**config.mk**
```make
export PLATFORM = sky130hd
export DESIGN_NAME = mul_div_unit_flat
export DESIGN_NICKNAME = d
export VERILOG_FILES = /design/src/rtl/mul_div_unit_if.sv /design/src/rtl/mul_div_unit.sv /design/src/flat_wrapper.sv
export SDC_FILE = /design/constraint.sdc
export NUM_CORES = 1
export LEC_CHECK = 0
export ABC_AREA = 1
export CAP_MARGIN = 10
export CORE_MARGIN = 2
export CORE_UTILIZATION = 50
export CTS_CLUSTER_DIAMETER = 50
export DETAILED_ROUTE_END_ITERATION = 16
export PLACE_DENSITY = 0.76
export SLEW_MARGIN = 25
export SYNTH_ARGS = -nofsm -noshare
export SYNTH_HDL_FRONTEND = slang
export SYNTH_SLANG_ARGS = --single-unit
```
**constraint.sdc**
```tcl
create_clock -name clk_50 -period 7.1 [get_ports clk_50]
set_input_delay 1.775 -clock clk_50 [delete_from_list [all_inputs] [get_ports clk_50]]
set_output_delay 1.775 -clock clk_50 [all_outputs]
set_load 0.005 [all_outputs]
```
**src/rtl/mul_div_unit_if.sv**
```systemverilog
// Handshake and operand bus between the register file/control and the
// iterative multiply/divide unit.
interface mul_div_unit_if #(
    parameter int XLEN = 32
);
    logic            start_i;
    logic [1:0]      op_i;
    logic [XLEN-1:0] rs_i;
    logic [XLEN-1:0] rt_i;
    logic            mthi_i;
    logic            mtlo_i;
    logic            busy_o;
    logic            done_o;
    logic [XLEN-1:0] hi_o;
    logic [XLEN-1:0] lo_o;
    logic            div_by_zero_o;

    modport master (
        output start_i, op_i, rs_i, rt_i, mthi_i, mtlo_i,
        input  busy_o, done_o, hi_o, lo_o, div_by_zero_o
    );

    modport slave (
        input  start_i, op_i, rs_i, rt_i, mthi_i, mtlo_i,
        output busy_o, done_o, hi_o, lo_o, div_by_zero_o
    );
endinterface

```
**src/rtl/mul_div_unit.sv**
```systemverilog
// Iterative MULT/MULTU/DIV/DIVU unit with private HI/LO registers.
// One shift-add or restoring-divide step per cycle, then a sign fix-up.
module mul_div_unit #(
    parameter int XLEN = 32
) (
    input  logic          clk_50,
    input  logic          rst_i,
    mul_div_unit_if.slave bus
);
    localparam int CW = $clog2(XLEN);

    typedef enum logic [1:0] {
        S_IDLE,
        S_CALC,
        S_FIX
    } state_t;

    state_t            r_state;
    logic [CW-1:0]     r_cnt;
    logic              r_is_div;
    logic              r_neg_q;
    logic              r_neg_r;
    logic              r_dz;
    logic [XLEN-1:0]   r_b;
    logic [2*XLEN-1:0] r_acc;
    logic [XLEN-1:0]   r_hi;
    logic [XLEN-1:0]   r_lo;
    logic              r_busy;
    logic              r_done;
    logic              r_dz_o;

    logic              w_dz;
    logic              w_sgn;
    logic              w_sa;
    logic              w_sb;
    logic [XLEN-1:0]   w_ma;
    logic [XLEN-1:0]   w_mb;
    logic [XLEN:0]     w_madd;
    logic [2*XLEN-1:0] w_mstep;
    logic [XLEN:0]     w_rsh;
    logic [XLEN:0]     w_dif;
    logic [2*XLEN-1:0] w_dstep;
    logic [2*XLEN-1:0] w_prod;
    logic [XLEN-1:0]   w_quo;
    logic [XLEN-1:0]   w_rem;

    // Operand conditioning: a zero divisor runs unsigned so the
    // restoring loop naturally yields HI=rs, LO=all ones.
    always_comb begin
        w_dz  = bus.op_i[1] & (bus.rt_i == '0);
        w_sgn = bus.op_i[0] & ~w_dz;
        w_sa  = w_sgn & bus.rs_i[XLEN-1];
        w_sb  = w_sgn & bus.rt_i[XLEN-1];
        w_ma  = w_sa ? -bus.rs_i : bus.rs_i;
        w_mb  = w_sb ? -bus.rt_i : bus.rt_i;
    end

    // One iteration step for multiply and divide, plus final sign fix-up.
    always_comb begin
        w_madd  = {1'b0, r_acc[2*XLEN-1:XLEN]} + {1'b0, r_b};
        w_mstep = r_acc[0] ? {w_madd, r_acc[XLEN-1:1]}
                           : {1'b0, r_acc[2*XLEN-1:1]};
        w_rsh   = {r_acc[2*XLEN-1:XLEN], r_acc[XLEN-1]};
        w_dif   = w_rsh - {1'b0, r_b};
        w_dstep = w_dif[XLEN]
                ? {w_rsh[XLEN-1:0], r_acc[XLEN-2:0], 1'b0}
                : {w_dif[XLEN-1:0], r_acc[XLEN-2:0], 1'b1};
        w_prod  = r_neg_q ? -r_acc : r_acc;
        w_quo   = r_neg_q ? -r_acc[XLEN-1:0] : r_acc[XLEN-1:0];
        w_rem   = r_neg_r ? -r_acc[2*XLEN-1:XLEN]
                          : r_acc[2*XLEN-1:XLEN];
    end

    // Control FSM, datapath registers and registered outputs.
    always_ff @(posedge clk_50 or posedge rst_i) begin
        if (rst_i) begin
            r_state  <= S_IDLE;
            r_cnt    <= '0;
            r_is_div <= 1'b0;
            r_neg_q  <= 1'b0;
            r_neg_r  <= 1'b0;
            r_dz     <= 1'b0;
            r_b      <= '0;
            r_acc    <= '0;
            r_hi     <= '0;
            r_lo     <= '0;
            r_busy   <= 1'b0;
            r_done   <= 1'b0;
            r_dz_o   <= 1'b0;
        end else begin
            r_done <= 1'b0;
            r_dz_o <= 1'b0;
            unique case (r_state)
                S_IDLE: begin
                    if (bus.start_i) begin
                        r_state  <= S_CALC;
                        r_busy   <= 1'b1;
                        r_cnt    <= '0;
                        r_is_div <= bus.op_i[1];
                        r_neg_q  <= w_sa ^ w_sb;
                        r_neg_r  <= w_sa;
                        r_dz     <= w_dz;
                        r_b      <= w_mb;
                        r_acc    <= {{XLEN{1'b0}}, w_ma};
                    end else begin
                        if (bus.mthi_i) r_hi <= bus.rs_i;
                        if (bus.mtlo_i) r_lo <= bus.rs_i;
                    end
                end
                S_CALC: begin
                    r_acc <= r_is_div ? w_dstep : w_mstep;
                    r_cnt <= r_cnt + 1'b1;
                    if (r_cnt == CW'(XLEN - 1)) r_state <= S_FIX;
                end
                S_FIX: begin
                    if (r_is_div) begin
                        r_hi <= w_rem;
                        r_lo <= w_quo;
                    end else begin
                        r_hi <= w_prod[2*XLEN-1:XLEN];
                        r_lo <= w_prod[XLEN-1:0];
                    end
                    r_state <= S_IDLE;
                    r_busy  <= 1'b0;
                    r_done  <= 1'b1;
                    r_dz_o  <= r_dz;
                end
                default: begin
                    r_state <= S_IDLE;
                    r_busy  <= 1'b0;
                end
            endcase
        end
    end

    assign bus.busy_o        = r_busy;
    assign bus.done_o        = r_done;
    assign bus.hi_o          = r_hi;
    assign bus.lo_o          = r_lo;
    assign bus.div_by_zero_o = r_dz_o;
endmodule

```
**src/flat_wrapper.sv**
```systemverilog
// flat-port wrapper written by rule: the top's interface ports become plain ports
module mul_div_unit_flat 
#(
    parameter int XLEN = 32
)
  (clk_50, rst_i, bus_start_i, bus_op_i, bus_rs_i, bus_rt_i, bus_mthi_i, bus_mtlo_i, bus_busy_o, bus_done_o, bus_hi_o, bus_lo_o, bus_div_by_zero_o);
  mul_div_unit_if #(.XLEN(XLEN)) bus_i ();
  input  logic clk_50;
  input  logic rst_i;
  input wire logic [$bits(bus_i.start_i)-1:0] bus_start_i;
  input wire logic [$bits(bus_i.op_i)-1:0] bus_op_i;
  input wire logic [$bits(bus_i.rs_i)-1:0] bus_rs_i;
  input wire logic [$bits(bus_i.rt_i)-1:0] bus_rt_i;
  input wire logic [$bits(bus_i.mthi_i)-1:0] bus_mthi_i;
  input wire logic [$bits(bus_i.mtlo_i)-1:0] bus_mtlo_i;
  output wire logic [$bits(bus_i.busy_o)-1:0] bus_busy_o;
  output wire logic [$bits(bus_i.done_o)-1:0] bus_done_o;
  output wire logic [$bits(bus_i.hi_o)-1:0] bus_hi_o;
  output wire logic [$bits(bus_i.lo_o)-1:0] bus_lo_o;
  output wire logic [$bits(bus_i.div_by_zero_o)-1:0] bus_div_by_zero_o;
  assign bus_i.start_i = bus_start_i;
  assign bus_i.op_i = bus_op_i;
  assign bus_i.rs_i = bus_rs_i;
  assign bus_i.rt_i = bus_rt_i;
  assign bus_i.mthi_i = bus_mthi_i;
  assign bus_i.mtlo_i = bus_mtlo_i;
  assign bus_busy_o = bus_i.busy_o;
  assign bus_done_o = bus_i.done_o;
  assign bus_hi_o = bus_i.hi_o;
  assign bus_lo_o = bus_i.lo_o;
  assign bus_div_by_zero_o = bus_i.div_by_zero_o;
  mul_div_unit #(.XLEN(XLEN)) u_core (.clk_50(clk_50), .rst_i(rst_i), .bus(bus_i));
endmodule
```
Word-level counts from Yosys, hierarchy flattened
Index checks and enable logic that the tools add are counted.
Storage, ports and cells
  register bits: 174
  bits of input ports: 71
  output and inout bits: 67
  word-level logic and storage cells: 73
Operators by class
  add/subtract/negate cells: 8
  eq/ne operators: 8
  multiplexer cells: 27
  bitwise operators: 7
  reductions and logical operators: 10
Operators by type and width (count)
  $mux W32: 10
  $mux W64: 5
  $neg A32 Y32: 4
  $pmux W32 S2: 2
  $pmux W64 S2: 1
  $neg A64 Y64: 1
  $add A32 B32 Y33: 1
  $sub A33 B32 Y33: 1
  $logic_not A32 Y1: 1
  $pmux W5 S2: 1
  $ne A2 B2 Y1 const B: 4
  $reduce_and A2 Y1: 4
  $reduce_and A3 Y1: 2
  $add A5 B1 Y5 const B: 1
  $eq A5 B5 Y1 const B: 1
  $mux W5: 1
  $and A1 B1 Y1: 4
  $mux W2: 2
  $pmux W2 S2: 1
  $reduce_bool A2 Y1: 2
  $mux W1: 3
  $eq A2 B1 Y1 const B: 1
  $eq A2 B2 Y1 const B: 1
  $logic_not A2 Y1: 1
  4 further kinds: 5

Depth between registers and ports, before layout
Gate-level depths: netlist (run 1).
  depth after elaboration: 8
  depth in mapped cells: 20

Least setup slack after synthesis (run 1)
No wires, ideal clock.
  path kind: input -> register
  start point: input bus_rt_i[1]
  end point: register u_core.r_b[28]
  library setup time: 0.118 ns
  arrival: 3.209 ns
  slack: 3.774 ns
  stages: 14
  path buffers: 1
  cell sequence: inv_1 > ha_1 > nand3_1 > nor2_2 > nand2_1 > nor3_2 > nand2_2 > nand3_2 > inv_2 > buf_2 > o21ai_0 > nand2_1 > nand3_1 > nand2_1
On the way
  longest elaborated chain between the ends: 6
  elaborated cells between the ends (all ways): 7
  those cells by class: 1 x add/sub; 1 x mux; 4 x bitwise; 1 x reduce/logical
RTL lines
  start: declaration: RTL line flat_wrapper.sv:13  | input wire logic [$bits(bus_i.rt_i)-1:0] bus_rt_i;
  branches (longest 5 deep; another with $neg A32 Y32)
  $mux W32 *: RTL line mul_div_unit.sv:55  | w_mb = w_sb ? -bus.rt_i : bus.rt_i;
  end signal: assignment: RTL line mul_div_unit.sv:103  | r_b <= w_mb;
  end: declaration: RTL line mul_div_unit.sv:24  | logic [XLEN-1:0] r_b;
Every way passes the cells marked *.
A chain may end at the register's enable or synchronous reset.

Worst setup path after layout (run 1)
  start point: input bus_start_i
  end point: register u_core.r_hi[2], in the netlist u_core.bus.hi_o[2]
On the way
  longest elaborated chain between the ends: 2
RTL lines
  start: declaration: RTL line flat_wrapper.sv:10  | input wire logic [$bits(bus_i.start_i)-1:0] bus_start_i;
  $ne A2 B2 Y1 (no line)
  $reduce_and A3 Y1 (no line)
  end signal: assignment: RTL line mul_div_unit.sv:106  | if (bus.mthi_i) r_hi <= bus.rs_i;
  end signal: assignment: RTL line mul_div_unit.sv:117  | r_hi <= w_rem;
  end signal: assignment: RTL line mul_div_unit.sv:120  | r_hi <= w_prod[2*XLEN-1:XLEN];
  end: declaration: RTL line mul_div_unit.sv:26  | logic [XLEN-1:0] r_hi;
No other way between the ends.

==> reports/results.ini, run 1 <==
[grt]
grt_max_degree = 90
grt_pass1_vias = 19480
gr-usage-met1 = 0.4614
gr-total-overflow = 0
antenna_found_initial = 0
grt_usage = 0.3908
groute.layer.met2.usage = 0.6394
top_usage_layer = met2
use_met3 = 0.06019
grt_pass1_wl_um = 109900

[setup_path]
end_kind = flop
cp.required_ps = 7450
crit_fanout = 32
cp_data_arrival_time_ps = 4830
crit_path_max_incr_delay_ps = 760
crit_chain = clkdlybuf4s50_1 > nor3_2 > nand2_1 > buf_4 > nand2_1 > clkinv_1 > a32o_1 > o21bai_1
critical_path.slowest_cell = clkinv_1
cpMostUsedCell = nand2_1
crit_type = input port to flop
cp-start-kind = input port

[die]
die_w_um = 192.7
core_area_um2 = 35310
start_util = 0.5044
io_pins = 138
fp.dieH_um = 192.7
dieArea_um2 = 37140
fp-row-count = 69

[clock_tree]
clk_pin_slew_ps = 80
cts_tree = yes
cts_resized = 0
clockBufferDepth = 2
htreeDepth = 4
postCtsHoldBufs = 0
postCtsSetupBuffers = 0
numCtsBuffers = 17
cts-root-buf = clkbuf_16
clock_latency_ps = 460
clkSinkCount = 174

[detailed_routing]
ant_nets = 0
wl_per_cell_um = 20.41
drc = 0
drtIter0Drc = 2258
drt_wl_total_um = 73280
viasPerCell = 5.925
via_count = 21280
drt-pass1-iter-count = 7

[placement]
placed_cell_area_um2 = 19450
dp_hpwl_um = 56310
port_buffers = 137
routabilityCongestion = 1.106

[power_and_ir_drop]
ir_drop_v = 0.0002971
power.density_nw_per_um2 = 550.9
leakage_nw = 9.910

[synth]
synth_cell_types = 50
synth-seq-cells = 174
synthCells = 3052
synth_area_leaders = dfrtp_1, nand2_1, inv_1
synth_edf_count = 0
synthTopCellsByCount = nand2_1, inv_1, nor2_1
synth.most_common_cell = nand2_1
syn_avg_cell_area_um2 = 5.835
yosysSeqAreaShare = 0.2445
synth_nets = 3195
ys_warn_count = 0
yosysTopAreaCell = dfrtp_1
synth_ff_type = dfrtp_1
synth_top_area_share = 0.2445
syn_area_um2 = 17810
async_reset_ff_frac = 1.000

[sta]
hold_viol = 0
grt_setup_unrepaired = false
slew_headroom = 0.2775
min_period_ps = 4480
drv_slew = 0
setup_viol = 0
setup_tns_ps = 0
tightest_slew_ps = 1081
fin_skew_ps = 16.03
final.period_utilization = 0.6310
fmax_ghz = 0.2232

[final_layout]
layout.nets = 3260
post-route-util = 0.5674
regArea_um2 = 4358
area_growth_pct = 12.49
num-fill-cells = 3580
multi_input_area_um2 = 11550
antennaDiodeCount = 0
drive_gt1_frac = 0.03514
design_area_um2 = 20030

[run]
cap_violations = 0

[outcome]
status = finished clean

[hold_path]
hp-class = flop to flop

==> layer usage <==
layer | vias to the layer above | routed length (um)
li1 | 9944 | -
met1 | 9696 | 26530
met2 | 1305 | 33100
met3 | 333 | 7065
met4 | 0 | 6583
met5 | - | 0
==> logic make-up (layout without fill, tap and decap cells) <==
logic type	count (synthesis)	in the layout	share of synthesized area
buf+inv	494	572	0.1087
compound gates	493	493	0.1549
mux	1	1	0.0006322
flops	174	174	0.2445
fa+ha+maj	72	72	0.05143
simple gates	1766	1766	0.4143
xor+xnor	52	52	0.02557
==> area by class of cell <==
cell class / instances / area share
clock inverters: 14 / 0.007432
flip-flops and latches: 174 / 0.2175
well taps: 461 / 0.02879
clock buffers: 18 / 0.02142
inverters: 387 / 0.07276
multi-input cells: 2384 / 0.5764
repair buffers: 153 / 0.07569
==> power breakdown <==
part	total [mW]	switching, mW	leakage, nW	internal [mW]
logic	7.67	4.97	7.51	2.69
clock network	0.979	0.481	0.283	0.498
registers	2.39	0.901	2.12	1.49
==> cells in the final DEF (no fill, tap or decap), types with 15 or more instances in the layout <==
master           synthesis  layout
dfrtp_1                174     173
nor2_2                  15      15
xor2_1                  36      36
nor3_1                  30      30
xnor2_1                 16      16
o21bai_1                29      29
clkdlybuf4s50_1          0     137
nor2_1                 275     272
nand2_1               1077    1075
clkbuf_16                0      17
inv_1                  379     376
o21ai_1                 15      15
nand4_1                 38      38
ha_1                    70      70
o211ai_1                20      20
a21boi_1                22      22
nand3_1                268     268
a21oi_1                177     177
o21ai_0                193     193
==> stage by stage <==
step	setup WS [ps]	hold WS, ps	power (mW)	cells
6_report	2620	501.4	11.04	3591
5_1_grt	2512	524.9	11.93	3591
4_1_cts	2709	502.0	10.81	3591
3_5_place_dp	2200	480.7	9.802	3559
3_3_place_gp	2448	471.3	9.649	3559
2_1_floorplan	608.2	452.2	7.298	3052
==> worst max-delay path: cells and delay by family <==
kind / cells / cell delay [ps]
AOI/OAI and AO/OA: 2 / 680
buffers and inverters: 3 / 1470
and+or+nand+nor: 3 / 870
==> flip-flops by register name (all words and copies together), names as in the netlist <==
register                  flops
u_core.r_b                   32
u_core.bus.busy_o             1
u_core.r_cnt                  5
u_core.r_neg_q                1
u_core.bus.div_by_zero_o      1
u_core.r_dz                   1
u_core.bus.done_o             1
u_core.bus.lo_o              32
u_core.r_neg_r                1
u_core.r_acc                 64
u_core.r_state                2
u_core.bus.hi_o              32
u_core.r_is_div               1
==> worst paths after layout <==
path	from	to	slack (ps)	depth (start not counted)
worst min-delay path	u_core.bus.lo_o[2]	u_core.bus.lo_o[2]	500	2
worst max-delay path	bus_start_i	u_core.bus.hi_o[2]	2620	8
min in group asynchronous	rst_i	u_core.bus.hi_o[13]	1890	2
max in group asynchronous	rst_i	u_core.r_is_div	4190	3
worst max register to register	u_core.r_acc[31]	u_core.r_acc[51]	3140	19
worst min register to register	u_core.bus.lo_o[2]	u_core.bus.lo_o[2]	500	2
No activity file was read; power rests on OpenSTA's default activity.
==> run 2: changes to the inputs <==
==> constraint.sdc (replaced) <==
create_clock -name clk_50 -period 4.45 [get_ports clk_50]
set_input_delay 1.1125 -clock clk_50 [delete_from_list [all_inputs] [get_ports clk_50]]
set_output_delay 1.1125 -clock clk_50 [all_outputs]
set_load 0.005 [all_outputs]
==> reports/results.ini, run 2 (same netlist as run 1, synthesis figures left out) <==
[final_layout]
largest_reg_flops = 64  ; unchanged
design_area_um2 = 20300  ; +1.3%
num-fill-cells = 3567  ; -0.36%
antennaDiodeCount = 0  ; unchanged
regMostFlops = u_core.r_acc
layout.nets = 3288  ; +0.86%
stdcell_count = 3619  ; +0.78%
final_common_cell = nand2_1
final_cell_mix = nand2_1, inv_1, nor2_1, nand3_1, o21ai_0
area_growth_pct = 13.98
drive_gt1_frac = 0.04370  ; +0.008555

[grt]
top_usage_layer = met2
use_met3 = 0.07292  ; +0.01273
gr-usage-met1 = 0.4897  ; +0.02825
gr-total-overflow = 0  ; unchanged
antenna_found_initial = 1  ; +1
grt_pass1_vias = 19540  ; +0.29%
grt_pass1_wl_um = 114600  ; +4.3%
grt_max_degree = 99  ; +10%
grt_usage = 0.4109  ; +0.02010
groute.layer.met2.usage = 0.6609  ; +0.02151

[clock_tree]
cts_resized = 0  ; unchanged
clk_pin_slew_ps = 80  ; about the same
clkSinkCount = 174  ; unchanged
postCtsSetupBuffers = 0  ; unchanged
numCtsBuffers = 17  ; unchanged
cts_tree = yes
clockBufferDepth = 2  ; unchanged
cts-root-buf = clkbuf_16
htreeDepth = 4  ; unchanged
clock_latency_ps = 470  ; about the same
postCtsHoldBufs = 0  ; unchanged

[setup_path]
crit_chain = ha_1 > nand2_1 > nor2_1 > nand3_1 > nand2_2 > nand2_1 > nand2_2 > nand2_2 > nand2_1 > nand2_2 > nand2_4 > inv_2 > nand2_1 > nand3_1 > nand2_1 > nand2_1
crit_fanout = 33  ; +3.1%
worst-path-buf-inv = 1  ; -2
cp_data_arrival_time_ps = 4040  ; -790 ps
cpMostUsedCell = nand2_1
crit_path_max_incr_delay_ps = 600  ; -160 ps
end_kind = flop
rrSetupSlack_ps = 770  ; -2370 ps
cp-start-kind = flop
critical_path.slowest_cell = dfrtp_1
crit_type = flop to flop
crit_family = simple AND/OR/NAND/NOR gates
cp.required_ps = 4810  ; -2640 ps

[sta]
setup_tns_ps = 0  ; unchanged
min_period_ps = 3675
drv_slew = 0  ; unchanged
grt_setup_unrepaired = false
hold_viol = 0  ; unchanged
tightest_slew_ps = 855.6  ; -225.6 ps
setup_viol = 0  ; unchanged
final.period_utilization = 0.8259
fmax_ghz = 0.2721
fin_skew_ps = 18.41  ; +2.383 ps
slew_headroom = 0.4296  ; +0.1521

[placement]
dp_cells = 3587  ; +0.79%
routabilityCongestion = 1.054  ; -4.7%
port_buffers = 137  ; unchanged
placed_cell_area_um2 = 19680  ; +1.2%
dp_hpwl_um = 59960  ; +6.5%

[die]
dieArea_um2 = 37140  ; unchanged
die_w_um = 192.7  ; unchanged
io_pins = 138  ; unchanged
fp-row-count = 69  ; unchanged
start_util = 0.5044  ; unchanged
fp.dieH_um = 192.7  ; unchanged
core_area_um2 = 35310  ; unchanged

[power_and_ir_drop]
ir_drop_v = 0.0004548  ; +53%
power.density_nw_per_um2 = 892.0  ; +62%
leakage_nw = 10.07  ; +1.6%

[detailed_routing]
viasPerCell = 5.885  ; -0.68%
wl_per_cell_um = 21.14  ; +3.6%
drtIter0Drc = 2456  ; +8.8%
via_count = 21300  ; +0.094%
drt-pass1-iter-count = 7  ; unchanged
drc = 0  ; unchanged
ant_nets = 0  ; unchanged
drt_wl_total_um = 76510  ; +4.4%

[outcome]
status = finished clean

[hold_path]
hp-class = flop to flop

[run]
cap_violations = 0  ; unchanged

[run 2: layout make-up]
class,instances,area [um^2],area share
inverters,387,1456,0.07175
well taps,461,576.8,0.02841
multi-input cells,2384,11540,0.5687
repair buffers,181,1752,0.08629
clock inverters,15,186.4,0.009184
clock buffers,17,425.4,0.02096
flip-flops and latches,174,4358,0.2147
[run 2: worst reg2reg max path, delay by kind of cell (launching register included)]
family | cells | cell delay, ps
AND/OR/NAND/NOR | 14 | 2170
flip-flops | 1 | 600
adder cells (fa/ha/maj) | 1 | 510
buffers and inverters | 1 | 300
[run 2: power by group]
part	leakage (nW)	total, mW	switching [mW]	internal (mW)
logic	7.65	12.9	8.46	4.43
registers	2.12	3.56	1.17	2.38
clock network	0.303	1.66	0.800	0.861
total	10.1	18.1	10.4	7.68
[run 2: metal layers]
metal	vias to the layer above	routed length (um)
li1	10010	-
met1	9818	28560
met2	1192	34510
met3	281	6793
met4	2	6636
met5	-	12
[run 2: path summary, 6_finish.rpt]
path | depth (start not counted) | to | start
max in group asynchronous | 3 | u_core.r_is_div | rst_i
min reg2reg | 2 | u_core.bus.lo_o[11] | u_core.bus.lo_o[11]
min | 2 | u_core.bus.lo_o[11] | u_core.bus.lo_o[11]
max reg2reg | 16 | u_core.r_acc[50] | u_core.r_acc[37]
min in group asynchronous | 3 | u_core.bus.hi_o[14] | rst_i
max | 16 | u_core.r_acc[50] | u_core.r_acc[37]
[run 2: per-stage QoR]
step           total power, mW  hold slack (ps)  setup WS [ps]  utilization
4_1_cts                  17.72            487.4          945.1       0.5747
6_report                 18.11            493.5          774.7       0.5749
3_5_place_dp             16.02            471.7          572.4       0.5574
3_3_place_gp             15.88            469.6          650.7       0.5574
5_1_grt                  19.56            516.1          664.0       0.5749
2_1_floorplan            11.65            452.2           1113            -
==> run 3: changes to the inputs <==
==> constraint.sdc (replaced) <==
create_clock -name clk_50 -period 3.4 [get_ports clk_50]
set_input_delay 0.85 -clock clk_50 [delete_from_list [all_inputs] [get_ports clk_50]]
set_output_delay 0.85 -clock clk_50 [all_outputs]
set_load 0.005 [all_outputs]
==> reports/results.ini, run 3 (same netlist as run 1, synthesis figures left out) <==
[clock_tree]
cts_resized = 0  ; unchanged
clockBufferDepth = 2  ; unchanged
numCtsBuffers = 17  ; unchanged
clock_latency_ps = 480  ; about the same
clk_pin_slew_ps = 70  ; about the same
clkSinkCount = 174  ; unchanged
postCtsSetupBuffers = 0  ; unchanged
cts-root-buf = clkbuf_16
htreeDepth = 4  ; unchanged
postCtsHoldBufs = 0  ; unchanged
cts_tree = yes

[setup_path]
cp.required_ps = 3730  ; -1080 ps
cp_data_arrival_time_ps = 3340  ; -700 ps
critical_path.slowest_cell = clkdlybuf4s50_1
crit_cells = 15  ; -1
worstRegToRegCells = 17  ; +1
crit_fanout = 35  ; +6.1%
worst-path-buf-inv = 4  ; +3
cpMostUsedCell = nand2_1
rrSetupSlack_ps = 440  ; -330 ps
cp-start-kind = input port
crit_type = input port to flop
r2r_end = u_core.r_acc[32]
timing.rr.start = u_core.r_b[21]
crit_path_max_incr_delay_ps = 400  ; -200 ps
crit_chain = clkdlybuf4s50_1 > inv_1 > ha_1 > nand3_1 > nor2_2 > nand2_1 > nor3_2 > nand2_2 > buf_4 > nand3_2 > inv_2 > nand2_1 > o21ai_1 > nand2_1 > o21ai_1
end_kind = flop
crit_family = simple AND/OR/NAND/NOR gates

[sta]
tightest_slew_ps = 904.7  ; +49.10 ps
final.period_utilization = 0.8839
setup_viol = 0  ; unchanged
hold_viol = 0  ; unchanged
fmax_ghz = 0.3327
grt_setup_unrepaired = false
slew_headroom = 0.3956  ; -0.03401
setup_ws_ps = 394.6  ; -380.1 ps
hold_ws_ps = 493.9  ; +0.4610 ps
min_period_ps = 3005
drv_slew = 0  ; unchanged
fin_skew_ps = 16.50  ; -1.906 ps

[final_layout]
post-route-util = 0.5894  ; +0.01453
stdcell_count = 3689  ; +1.9%
regArea_um2 = 4358  ; unchanged
area_growth_pct = 16.86
largest_reg_flops = 64  ; unchanged
regMostFlops = u_core.r_acc
final_common_cell = nand2_1
multi_input_area_um2 = 11540  ; unchanged
layout.nets = 3357  ; +2.1%
drive_gt1_frac = 0.06415  ; +0.02045
final_cell_mix = nand2_1, inv_1, nor2_1, nand3_1, o21ai_0
num-fill-cells = 3567  ; unchanged

[detailed_routing]
via_count = 21540  ; +1.1%
viasPerCell = 5.839  ; -0.78%
drtIter0Drc = 2367  ; -3.6%
drt-pass1-iter-count = 6  ; -1
wl_per_cell_um = 20.95  ; -0.92%
ant_nets = 0  ; unchanged
drt_wl_total_um = 77280  ; +0.99%
drc = 0  ; unchanged

[grt]
antenna_found_initial = 1  ; unchanged
grt_usage = 0.4143  ; +0.003413
grt_pass1_wl_um = 115600  ; +0.85%
grt_pass1_vias = 20020  ; +2.4%
grt_max_degree = 96  ; -3.0%
gr-total-overflow = 0  ; unchanged

[run]
cap_violations = 0  ; unchanged

[hold_path]
min_to = u_core.bus.lo_o[0]
hp-class = flop to flop
holdCritStartpoint = u_core.bus.lo_o[0]
hold_depth = 2  ; unchanged

[die]
die_w_um = 192.7  ; unchanged
io_pins = 138  ; unchanged
fp.dieH_um = 192.7  ; unchanged
fp-row-count = 69  ; unchanged
start_util = 0.5044  ; unchanged
core_area_um2 = 35310  ; unchanged
dieArea_um2 = 37140  ; unchanged

[placement]
dp_cells = 3656  ; +1.9%
dp_hpwl_um = 61130  ; +1.9%
dp_slack_ps = -2.220  ; -574.6 ps
routabilityCongestion = 1.058  ; +0.44%
port_buffers = 137  ; unchanged

[outcome]
status = finished clean

[power_and_ir_drop]
leakage_nw = 10.39  ; +3.2%
total_power_mw = 23.94  ; +32%
power.density_nw_per_um2 = 1150  ; +29%
ir_drop_v = 0.0008045  ; +77%

==> run 3: worst reg2reg max path: stages, from the launching register on <==
cell and delay (ps):
dfrtp_1 550, inv_1 220, ha_1 400, nand2_1 120
nor2_2 140, inv_2 60, nor2_2 140, and2_1 150
nand2_2 60, nand2_1 70, nand2_2 90, nand2_4 240
buf_4 260, nand2_1 80, o21ai_1 70, nand2_1 70
nand2_1 100, nand2_1 50
==> run 3: how the worst max path moves through the flow <==
stage                        endpoint   startpoint  slack (ps)
global placement     u_core.r_acc[29]  bus_rt_i[0]        -150
global route           u_core.r_b[16]  bus_rt_i[0]         230
detailed placement      u_core.r_b[3]  bus_rt_i[0]          -2
finish                 u_core.r_b[16]  bus_rt_i[1]         390
floorplan           u_core.bus.busy_o        rst_i         330
CTS                    u_core.r_b[16]  bus_rt_i[1]         480
==> run 3: where the power goes <==
| part | leakage (nW) | total, mW | switching, mW | internal (mW) |
|---|---|---|---|---|
| combinational | 8.00 | 17.5 | 11.3 | 6.20 |
| clock | 0.281 | 2.06 | 1.06 | 0.998 |
| sequential | 2.12 | 4.37 | 1.24 | 3.13 |
| total | 10.4 | 23.9 | 13.6 | 10.3 |
==> run 3: area by class of cell <==
| type | count | share of cell area |
|---|---|---|
| multi-input cells | 2384 | 0.5547 |
| flip-flops and latches | 174 | 0.2094 |
| repair buffers | 250 | 0.1103 |
| inverters | 387 | 0.06998 |
| well taps | 461 | 0.02771 |
| clock buffers | 18 | 0.02110 |
| clock inverters | 14 | 0.006733 |
| diodes | 1 | 0.0001202 |
==> run 3: metrics by stage <==
stage / setup TNS [ps] / area [um^2]
2_1_floorplan: 0 / 17810
3_3_place_gp: -2558 / 20230
3_5_place_dp: -2.220 / 20230
4_1_cts: 0 / 20810
5_1_grt: 0 / 20810
6_report: 0 / 20810
==> run 3: per-layer routing <==
layer	wire length [um]	track usage	vias up
li1	-	-	10130
met1	27930	0.4788	9857
met2	35260	0.6817	1245
met3	7432	0.07692	308
met4	6643	0.3112	2
met5	12	0	-
